[src/rtl/drone_telemetria_tx.sv]
// drone_telemetria_tx
//   UART 8N1 transmitter that reports the drone simulator status to a host PC.
//   On each accepted request a fixed 4-byte frame is captured and shifted out
//   on one serial line, LSB first, with the bytes sent back to back:
//     B0 = 8'hA5 (sync marker)
//     B1 = {posicao_horizontal, posicao_vertical}
//     B2 = {vidas, venceu, perdeu, 3'b000}
//     B3 = B0 ^ B1 ^ B2 (XOR checksum)
//
// Ports
//   clock               in   system clock, rising edge
//   reset               in   asynchronous, active-high; forces IDLE
//   envia               in   frame request, only looked at in IDLE
//   posicao_horizontal  in   [3:0] drone horizontal position
//   posicao_vertical    in   [3:0] drone vertical position
//   vidas               in   [2:0] remaining lives
//   venceu              in   win flag
//   perdeu              in   loss flag
//   tx                  out  serial line, idle high
//   ocupado             out  high while a frame is in progress
//   pronto              out  one-cycle pulse when a frame completes
//   db_estado           out  [3:0] FSM state for the 7-segment debug display

module drone_telemetria_tx #(
    parameter int CLKS_PER_BIT = 5208
) (
    input  logic       clock,
    input  logic       reset,
    input  logic       envia,
    input  logic [3:0] posicao_horizontal,
    input  logic [3:0] posicao_vertical,
    input  logic [2:0] vidas,
    input  logic       venceu,
    input  logic       perdeu,
    output logic       tx,
    output logic       ocupado,
    output logic       pronto,
    output logic [3:0] db_estado
);

    localparam logic [2:0] IDLE  = 3'd0;
    localparam logic [2:0] START = 3'd1;
    localparam logic [2:0] DATA  = 3'd2;
    localparam logic [2:0] STOP  = 3'd3;
    localparam logic [2:0] DONE  = 3'd4;

    localparam int CW = (CLKS_PER_BIT > 1) ? $clog2(CLKS_PER_BIT) : 1;
    localparam logic [CW-1:0] BAUD_LAST = CW'(CLKS_PER_BIT - 1);

    logic [2:0]    state;
    logic [CW-1:0] baud_cnt;
    logic [2:0]    bit_idx;
    logic [1:0]    byte_idx;
    logic [31:0]   frame;

    logic [7:0] byte1;
    logic [7:0] byte2;
    logic [7:0] cur_byte;
    logic       baud_last;

    assign byte1     = {posicao_horizontal, posicao_vertical};
    assign byte2     = {vidas, venceu, perdeu, 3'b000};
    assign cur_byte  = frame[{byte_idx, 3'b000} +: 8];
    assign baud_last = (baud_cnt == BAUD_LAST);

    // The whole frame (checksum included) is frozen at acceptance so input
    // changes during transmission never leak into the frame in flight.
    // Byte index and bit index only advance at the end of a full bit period.
    always_ff @(posedge clock or posedge reset) begin
        if (reset) begin
            state    <= IDLE;
            baud_cnt <= '0;
            bit_idx  <= '0;
            byte_idx <= '0;
            frame    <= '0;
        end else begin
            case (state)
                IDLE: begin
                    baud_cnt <= '0;
                    bit_idx  <= '0;
                    byte_idx <= '0;
                    if (envia) begin
                        frame <= {8'hA5 ^ byte1 ^ byte2, byte2, byte1, 8'hA5};
                        state <= START;
                    end
                end
                START: begin
                    if (baud_last) begin
                        baud_cnt <= '0;
                        bit_idx  <= '0;
                        state    <= DATA;
                    end else begin
                        baud_cnt <= baud_cnt + 1'b1;
                    end
                end
                DATA: begin
                    if (baud_last) begin
                        baud_cnt <= '0;
                        if (bit_idx == 3'd7) begin
                            state <= STOP;
                        end else begin
                            bit_idx <= bit_idx + 1'b1;
                        end
                    end else begin
                        baud_cnt <= baud_cnt + 1'b1;
                    end
                end
                STOP: begin
                    if (baud_last) begin
                        baud_cnt <= '0;
                        if (byte_idx == 2'd3) begin
                            state <= DONE;
                        end else begin
                            byte_idx <= byte_idx + 1'b1;
                            state    <= START;
                        end
                    end else begin
                        baud_cnt <= baud_cnt + 1'b1;
                    end
                end
                DONE: begin
                    state <= IDLE;
                end
                default: begin
                    state    <= IDLE;
                    baud_cnt <= '0;
                    bit_idx  <= '0;
                    byte_idx <= '0;
                end
            endcase
        end
    end

    // The line is decoded straight from registered state, so an asynchronous
    // reset returns it high immediately.
    always_comb begin
        tx = 1'b1;
        case (state)
            START:   tx = 1'b0;
            DATA:    tx = cur_byte[bit_idx];
            default: tx = 1'b1;
        endcase
    end

    assign ocupado   = (state != IDLE);
    assign pronto    = (state == DONE);
    assign db_estado = {1'b0, state};

endmodule
[config.mk]
export PLATFORM = sky130hd
export DESIGN_NAME = drone_telemetria_tx
export DESIGN_NICKNAME = d
export VERILOG_FILES = /design/src/rtl/drone_telemetria_tx.sv
export SDC_FILE = /design/constraint.sdc
export NUM_CORES = 1
export LEC_CHECK = 0
export ABC_AREA = 1
export BUFFER_PORTS_ARGS = -buffer_cell sky130_fd_sc_hd__buf_2
export CAP_MARGIN = 20
export CORE_UTILIZATION = 53
export CTS_BUF_LIST = sky130_fd_sc_hd__clkbuf_4 sky130_fd_sc_hd__clkbuf_8
export CTS_CLUSTER_SIZE = 14
export DETAILED_ROUTE_END_ITERATION = 8
export PLACE_DENSITY = 0.8
export SLEW_MARGIN = 20
export SYNTH_ARGS = -nofsm -noshare
export SYNTH_HDL_FRONTEND = slang
export SYNTH_SLANG_ARGS = --single-unit
[constraint.sdc]
create_clock -name clock -period 1.29 [get_ports clock]
set_input_delay 0.1935 -clock clock [delete_from_list [all_inputs] [get_ports clock]]
set_output_delay 0.1935 -clock clock [all_outputs]
set_load 0.1 [all_outputs]
* After elaboration in Yosys (flattened, before gate mapping)
Index checks and enable logic that the tools add are counted.
** Operators by class
- Add/subtract/negate cells :: 3
- Shift-type cells :: 1
- Equality and inequality tests :: 14
- Bitwise operators :: 4
- Muxes and demuxes :: 19
- $lt $le $gt $ge :: 1
- Reduce and logical (&&, ||, !) cells :: 9
** Operator list (number)
- indexed part select 32 x 6 -> 8 bit :: 1
- 2-to-1 mux 3 bit :: 9
- one-hot mux 13 bit (2 select lines) :: 1
- inequality test 2 bit, second input constant :: 7
- adder 13 x 1 -> 13 bit, second input constant :: 1
- == test 13 bit, second input constant :: 1
- 2-to-1 mux 13 bit :: 1
- one-hot mux 3 bit (4 select lines) :: 1
- one-hot mux 3 bit (3 select lines) :: 1
- XOR 8 bit :: 1
- == test 3 x 2 -> 1 bit, second input constant :: 2
- == test 3 bit, second input constant :: 2
- OR reduction 3 bit :: 2
- AND reduction 5 bit :: 1
- < comparator 3 x 4 -> 1 bit, second input constant :: 1
- 2-to-1 mux 2 bit :: 2
- inverter 4 bit :: 1
- one-hot mux 2 bit (2 select lines) :: 1
- AND reduction 4 bit :: 1
- adder 3 x 1 -> 3 bit, second input constant :: 1
- binary-select mux 1 bit (select 3 bit) :: 1
- == test 3 x 1 -> 1 bit, second input constant :: 1
- zero test 3 bit :: 1
- AND reduction 3 bit :: 1
- other kinds (8) :: 9
** Word-level totals
- Bits of input ports :: 16
- Output and inout bits :: 7
- Word-level logic and storage cells :: 56
- Bits in registers :: 46

* Depth between registers and ports, before layout
Gate-level depths: netlist of the first run.
- Word-level depth :: 4
- Mapped depth :: 10
- Depth with buffers taken out :: 10

* Worst setup path after synthesis of the first run
OpenSTA, ideal clock, no wires.
- Path type :: reg2reg
- Start point :: register state[0]
- End point :: register state[0]
- Library setup time :: 0.068 ns
- Setup slack :: -1.250 ns
- Stages on the path, launching flop included :: 8
- Data required time :: 1.222 ns
- Path buffers :: 0
- Arrival time :: 2.473 ns
- Period minus slack after synthesis :: 2.540 ns
- Path through :: dfrtp_1 -> nor2_4 -> nand2_1 -> o22ai_2 -> inv_2 -> nand3_1 -> nand2_1 -> nand2_1
** Between the ends
- Longest elaborated chain between the ends :: 3
- Elaborated cells between the ends (all ways) :: 11
- Classes of those cells :: eq/ne (8); mux (1); reduce/logical (2)
** Ends and longest elaborated chain
- from (decl) :: line 50 : logic [2:0] state;
- from (signal assigned) :: line 71 : state <= IDLE;
- from (signal assigned) :: line 84 : state <= START;
- from (signal assigned) :: line 91 : state <= DATA;
- == test 3 x 2 -> 1 bit (tied with other cells) :: line 77 : case (state)
- inequality test 2 bit (no line)
- AND reduction 5 bit (no line)
Several ways; a longest one is shown, not always the timed one.
A chain may end at the register's enable or synchronous reset.

* Final worst setup path of the first run
- Start point :: register bit_idx[1]
- End point :: output tx
** Between the ends
- Longest elaborated chain between the ends :: 3
** Ends and longest elaborated chain
- from (decl) :: line 52 : logic [2:0] bit_idx;
- from (signal assigned) :: line 102 : bit_idx <= bit_idx + 1'b1;
- binary-select mux 1 bit (select 3 bit) :: line 140 : DATA: tx = cur_byte[bit_idx];
- 2-to-1 mux 1 bit (implied by the code) :: line 140
- one-hot mux 1 bit (2 select lines) :: line 138 : case (state)
- to (decl) :: line 35 : output logic tx,
No other way between the ends. The select of a mux whose other input is x is not followed.

==> summary.md, run 1 <==
| Metric | Value |
|---|---|
| ANT cells | `0` |
| Largest net degree at the start of global routing | `43` |
| CTS Sinks | `42` |
| Drt pass-1 iters | `8` |
| Post-synth top area share | `44.90%` |
| CP Class | `reg -> out` |
| Dominant cells by area after synthesis | `dfrtp_1 45%, nand2_1 16%, nand3_1 5.1%` |
| Post-detailed-route via-to-cell ratio | `6.656` |
| Post-Syn Instances | `305` |
| Area of the core | `4115 µm²` |
| Complex-gate fraction of the synthesized area | `12.29%` |
| Finish-stage setup viols | `48` |
| Register area | `1064 µm²` |
| Worst clock skew | `5.288 ps` |
| Post-synth EDFFs | `0` |
| Layout cells sized above 1 | `55.53%` |
| Violated checks | `setup timing` |
| DP HPWL | `4050 µm` |
| Clock Path Buffers | `2` |
| Post-layout net count | `427` |
| Synth Area in Simple Gates | `30.20%` |
| Worst Reg-to-Reg Cells | `6` |
| Area Growth Syn to Fin | `66.17%` |
| Largest family of logic cells by synthesized area | `simple AND/OR/NAND/NOR gates` |
| Worst hold path class | `in -> reg` |
| CP endpoint kind | `output port` |
| Num CTS Buffers | `5` |
| Adder-cell share of the synthesized area | `2.138%` |
| Final core occ | `94.53%` |
| Final period util | `181.3%` |
| Antenna-violating nets left | `0` |
| Leak pwr | `1.843 nW` |
| Reg2reg start | `bit_idx[1]` |
| Syn Std Cell Area | `2341 µm²` |
| Starting density of the core | `56.89%` |
| Multi-input gate area | `1513 µm²` |
| CTS clock-pin slew for the worst setup and hold paths | `80 ps` |
| DRC Markers | `0` |
| Critical Path RT | `1100 ps` |
| Seq/Total Area, Yosys | `44.90%` |
| Die X | `68.46 µm` |
| Cell with the most instances after synthesis | `nand2_1` |
| Final instance area | `3890 µm²` |
| Fmax | `427.7 MHz` |
| Final worst slack | `-1048 ps` |
| VDD IR max | `1.347 mV` |
| Root Driver | `clkbuf_8` |
| Synth Register Bits | `42` |
| Area post-placement | `3077 µm²` |
| Cell taking the most area after synthesis | `dfrtp_1` |
| Final hold vios | `0` |
| Setup TNS | `-14,800 ps` |
| Cell Count, Final, Fillers Out | `457` |
| Yosys Warn Count | `0` |
| FFs w/ async S/R, synth | `100.0%` |
| Dominant synthesized flop cell | `dfrtp_1` |
| Peak fanout along the critical path | `7` |
| Type of origin of the critical path | `flip-flop` |
| Port Buf Inserts | `21` |
| FILL cells | `111` |
| FF-to-FF End | `bit_idx[1]` |
| R2r setup slk | `-660 ps` |
| Final hold slack | `92.02 ps` |
| Netlist cell types | `34` |
| Die height | `68.46 µm` |
| GRT Overall Usage | `37.27%` |
| XOR/XNOR share of the synthesized area | `1.497%` |
| Status | `complete, but fails checks` |
| Final Slew Violations | `0` |
| Routed Wire Length | `11,410 µm` |
| Critical Path Source | `bit_idx[1]` |
| Overflow after GRT | `0` |
| Dpl cells | `427` |
| Setup crit end | `tx` |
| RSZ-0062 raised after global routing | `yes` |
| CTS H-tree lvls | `2` |
| I/O Pins | `23` |
| Die area | `4687 µm²` |
| Starting DRC count in detailed routing | `638` |
| Row count | `23` |
| Worst slew margin | `64.01%` |
| Slew @ Worst Pin | `539.2 ps` |
| Max_cap viols | `0` |
| Syn nets | `325` |
| Initial antenna violation count | `0` |
| Top cells by count, synth | `98 x nand2_1, 42 x dfrtp_1, 31 x inv_1, 24 x nand3_1, 23 x o21ai_1` |
| Pwr dens | `2352 nW/µm²` |
| CTS tree | `built` |
| Worst-Skew Late Latency | `300 ps` |
| Drt wl/cell | `24.97 µm` |
| Vias | `3,042` |
| Syn avg cell area | `7.675 µm²` |
| Placer Congestion | `0.9489` |
| Post-synthesis mux area share | `0%` |
| Vias in the first global route | `2,573` |
| Crit path time final | `2338 ps` |
| Crit path DAT | `2140 ps` |
| First-pass GRT wire length | `12,340 µm` |
==> state kept, by name, summed over array words and instances (netlist names) <==
name,flops
baud_cnt,13
bit_idx,3
byte_idx,2
frame,21
state,3
==> worst max-delay path: stages, from the launching register on <==
cell and delay, ps:
dfrtp_1 440, buf_4 200, nand2_1 220, nand3_2 150, nand2_1 90, inv_1 50, nand2_1 70, nand2_1 70
nand2_1 130, nand3_2 130, nand2_4 120, buf_12 170
==> how the worst min path moves through the flow <==
stage | endpoint | slack, ps | start | cells past startpoint
global route | frame[30] | 90 | vidas[1] | 2
CTS | frame[30] | 80 | vidas[1] | 2
global placement | baud_cnt[1] | 260 | reset | 3
finish | frame[30] | 90 | vidas[1] | 2
floorplan | frame[28] | 280 | venceu | 1
detailed placement | baud_cnt[2] | 270 | reset | 3
==> timing repair <==
item	in CTS	in global routing
gates resized for setup	62	87
cloned	3	0
buffers inserted	15	11
hold endpoints to repair	42	0
hold buffers	1	0
pin swaps	17	23
endpoints found under the setup margin	44	48
==> routing by layer <==
layer	vias up	GRT usage (%)	wire, µm
met4	0	20.57	1079
met3	138	11.33	1648
met5	-	0	0
met1	1378	42.60	3762
met2	342	61.64	4922
li1	1184	-	-
==> report_power, final <==
group          total, mW  leakage (nW)  internal, mW  switching [mW]
Combinational       6.12          1.27          2.49            3.63
Sequential          2.15         0.532          1.77           0.376
Clock              0.882        0.0452         0.416           0.466
Total               9.15          1.84          4.68            4.47
==> cell usage in the layout, fill, tap and decap left out, types with 5 or more instances in the layout <==
master    instances
buf_4            49
buf_12           10
nand3_2          10
clkbuf_8          5
nand2_1          63
buf_2            15
nand2_2          23
nor2_1            5
o21ai_2          17
inv_1            24
inv_2            11
nor3_2            5
buf_6            23
o21ai_1          14
nand2_4          16
nor2_4            6
nand3_1          12
dfrtp_1          38
==> per-stage QoR <==
stage               power [mW]  setup slack, ps
finish                   9.151            -1048
global route             9.529            -1281
CTS                      7.626           -518.1
detailed placement       5.968           -318.0
global placement         5.807           -261.2
floorplan                4.396           -506.2
==> final cells by class <==
| type | instances | share of cell area, % |
|---|---|---|
| Timing Repair Buffer | 101 | 24.93 |
| Tap cell | 50 | 1.608 |
| Inverter | 42 | 4.889 |
| Sequential cell | 42 | 27.34 |
| Multi-Input combinational cell | 214 | 38.89 |
| Clock buffer | 7 | 2.155 |
| Timing Repair inverter | 1 | 0.1930 |
==> logic make-up after synthesis <==
kind of cell / after synthesis
other: 1
AO/OA/AOI/OAI: 50
adder cells (fa/ha/maj): 4
flip-flops: 42
buffers and inverters: 49
XOR/XNOR: 4
AND/OR/NAND/NOR: 155
(Power assumes the default switching activity.)
==> run 2, diff against run 1 <==
--- a/config.mk
+++ b/config.mk
@@ -12,6 +12,7 @@
 export CTS_BUF_LIST = sky130_fd_sc_hd__clkbuf_4 sky130_fd_sc_hd__clkbuf_8
 export CTS_CLUSTER_SIZE = 14
 export DETAILED_ROUTE_END_ITERATION = 8
+export GPL_TIMING_DRIVEN = 0
 export PLACE_DENSITY = 0.8
 export SLEW_MARGIN = 20
 export SYNTH_ARGS = -nofsm -noshare
==> summary.md, run 2 (synthesis results as in run 1) <==
| Metric | Value |
|---|---|
| CP Class | `reg -> out` |
| Fmax | `463.4 MHz (+8.4%)` |
| Setup TNS | `-11,860 ps (+2938 ps)` |
| Overflow after GRT | `0 (unchanged)` |
| CTS H-tree lvls | `2 (unchanged)` |
| Die height | `68.46 µm (unchanged)` |
| Row count | `23 (unchanged)` |
| VDD IR max | `1.021 mV (-24%)` |
| Hold path startpoint | `vidas[1]` |
| Sequential Power Share | `26.1% (+2.7 points)` |
| Worst Reg-to-Reg Cells | `7 (+1)` |
| Total power | `8.329 mW (-9.0%)` |
| Drt pass-1 iters | `8 (unchanged)` |
| DP HPWL | `3535 µm (-13%)` |
| R2r setup slk | `-380 ps (+280 ps)` |
| Status | `complete, but fails checks` |
| GRT Overall Usage | `31.73% (-5.5 points)` |
| Die area | `4687 µm² (unchanged)` |
| Worst hold path class | `in -> reg` |
| Pwr dens | `2293 nW/µm² (-2.5%)` |
| Port Buf Inserts | `21 (unchanged)` |
| Final period util | `167.3% (-14 points)` |
| Starting density of the core | `56.89% (unchanged)` |
| Pint | `4.253 mW (-9.1%)` |
| RSZ-0062 raised after global routing | `yes` |
| Largest net degree at the start of global routing | `31 (-28%)` |
| Switching Share | `48.93% (+0.050 points)` |
| Final core occ | `88.26% (-6.3 points)` |
| Area Growth Syn to Fin | `55.16%` |
| Hold Crit Endpoint | `frame[30]` |
| Crit path time final | `2158 ps (-180.6 ps)` |
| Num CTS Buffers | `5 (unchanged)` |
| First-pass GRT wire length | `10,620 µm (-14%)` |
| Largest registers | `frame x21, baud_cnt x13` |
| Reg2reg start | `bit_idx[1]` |
| Area of the core | `4115 µm² (unchanged)` |
| Final hold slack | `83.43 ps (-8.587 ps)` |
| Worst clock skew | `15.13 ps (+9.845 ps)` |
| Violated checks | `setup timing` |
| Comb pwr share | `63.3% (-3.6 points)` |
| Starting DRC count in detailed routing | `404 (-37%)` |
| Max_cap viols | `0 (unchanged)` |
| ANT cells | `0 (unchanged)` |
| Routed Wire Length | `9778 µm (-14%)` |
| Clock Path Buffers | `2 (unchanged)` |
| FILL cells | `153 (+38%)` |
| Leak pwr | `1.676 nW (-9.1%)` |
| Root Driver | `clkbuf_8` |
| Placer Congestion | `0.8977 (-5.4%)` |
| Final hold vios | `0 (unchanged)` |
| Clock share of power | `10.5% (+0.9 points)` |
| Max reg flops | `21 (unchanged)` |
| Worst-Skew Late Latency | `310 ps (about the same)` |
| FF-to-FF End | `bit_idx[2]` |
| Type of origin of the critical path | `flip-flop` |
| I/O Pins | `23 (unchanged)` |
| Finish-stage setup viols | `48 (unchanged)` |
| Antenna-violating nets left | `0 (unchanged)` |
| CTS Sinks | `42 (unchanged)` |
| Hold depth | `2 (unchanged)` |
| DRC Markers | `0 (unchanged)` |
| CTS clock-pin slew for the worst setup and hold paths | `90 ps (about the same)` |
| Vias | `2,804 (-7.8%)` |
| Die X | `68.46 µm (unchanged)` |
| Final Slew Violations | `0 (unchanged)` |
| Critical Path RT | `1100 ps (about the same)` |
| CP endpoint kind | `output port` |
| Sw power | `4.076 mW (-8.9%)` |
| Drt wl/cell | `23.06 µm (-7.7%)` |
| Vias in the first global route | `2,303 (-10%)` |
| CTS tree | `built` |
| Most common cell after layout, fill and taps aside | `nand2_1` |
| Post-layout net count | `394 (-7.7%)` |
| Biggest register | `frame` |
| Initial antenna violation count | `0 (unchanged)` |
| Most frequent cells in the layout | `66 x nand2_1, 37 x dfrtp_1, 24 x inv_1, 22 x nand2_2, 20 x buf_4` |
| Peak fanout along the critical path | `7 (unchanged)` |
| Layout cells sized above 1 | `50.80% (-4.7 points)` |
| Final worst slack | `-867.7 ps (+180.6 ps)` |
| Post-detailed-route via-to-cell ratio | `6.613 (-0.65%)` |
| Crit path DAT | `1960 ps (-180 ps)` |
## run 2: changes by cell type in the layout (fill, tap and decap cells not counted), sizes merged
cell	change
clkinv	+1
buf	-34
clkinvlp	-1
clkbuf	+1
## run 2: final cells by class
cell class | instances | area (µm²) | share of cell area, %
multi-input cells | 214 | 1498 | 41.23
flip-flops and latches | 42 | 1065 | 29.31
repair buffers | 62 | 626.9 | 17.26
inverters | 42 | 205.2 | 5.649
plain buffers | 6 | 85.08 | 2.342
clock buffers | 7 | 83.83 | 2.308
well taps | 50 | 62.56 | 1.722
repair inverters | 1 | 6.256 | 0.1722
## run 2: worst max-delay path, stage by stage, from the launching register on
cell	delay, ps
dfrtp_1	440
buf_8	170
nor2_4	120
nand2_1	110
nor2_2	110
nor2_2	70
nand2_1	140
nand2_1	80
nand2_1	70
nand3_2	90
nand2_4	90
buf_12	170
## run 2: power by group through the flow
stage | clock network [mW] | logic (mW) | registers, mW
floorplan | 0 | 2.15 | 2.25
global placement | 0 | 2.79 | 2.07
detailed placement | 0 | 2.85 | 2.10
CTS | 0.850 | 4.23 | 2.06
global route | 0.916 | 5.49 | 2.21
finish | 0.876 | 5.28 | 2.18
## run 2: what timing repair did
item / 4_1_cts / 5_1_grt
hold buffers: 1 / 0
gates cloned: 4 / 2
endpoints found under the hold margin: 12 / 0
resized for setup: 105 / 71
pin swaps: 22 / 23
buffers inserted: 22 / 15
endpoints found under the setup margin: 48 / 48
## run 2: per-stage QoR
| step | setup WS [ps] | cell area, µm² | instances |
|---|---|---|---|
| 2_1_floorplan | -506.2 | 2420 | 305 |
| 3_3_place_gp | -673.0 | 2587 | 376 |
| 3_5_place_dp | -626.1 | 2608 | 377 |
| 4_1_cts | -532.2 | 3296 | 410 |
| 5_1_grt | -912.4 | 3632 | 424 |
| 6_report | -867.7 | 3632 | 424 |
## run 2: worst max path at each step
stage,from,depth (start not counted),endpoint
6_report,byte_idx[1],11,tx
5_1_grt,byte_idx[1],11,tx
4_1_cts,byte_idx[0],11,tx
3_5_place_dp,byte_idx[1],11,tx
3_3_place_gp,reset,2,state[0]
2_1_floorplan,state[0],6,baud_cnt[12]
## run 2: layer usage
metal	GRT usage (%)	routed length [µm]
met1	38.42	3373
met2	52.45	4388
met3	7.000	1214
met4	16.41	802
met5	0	0
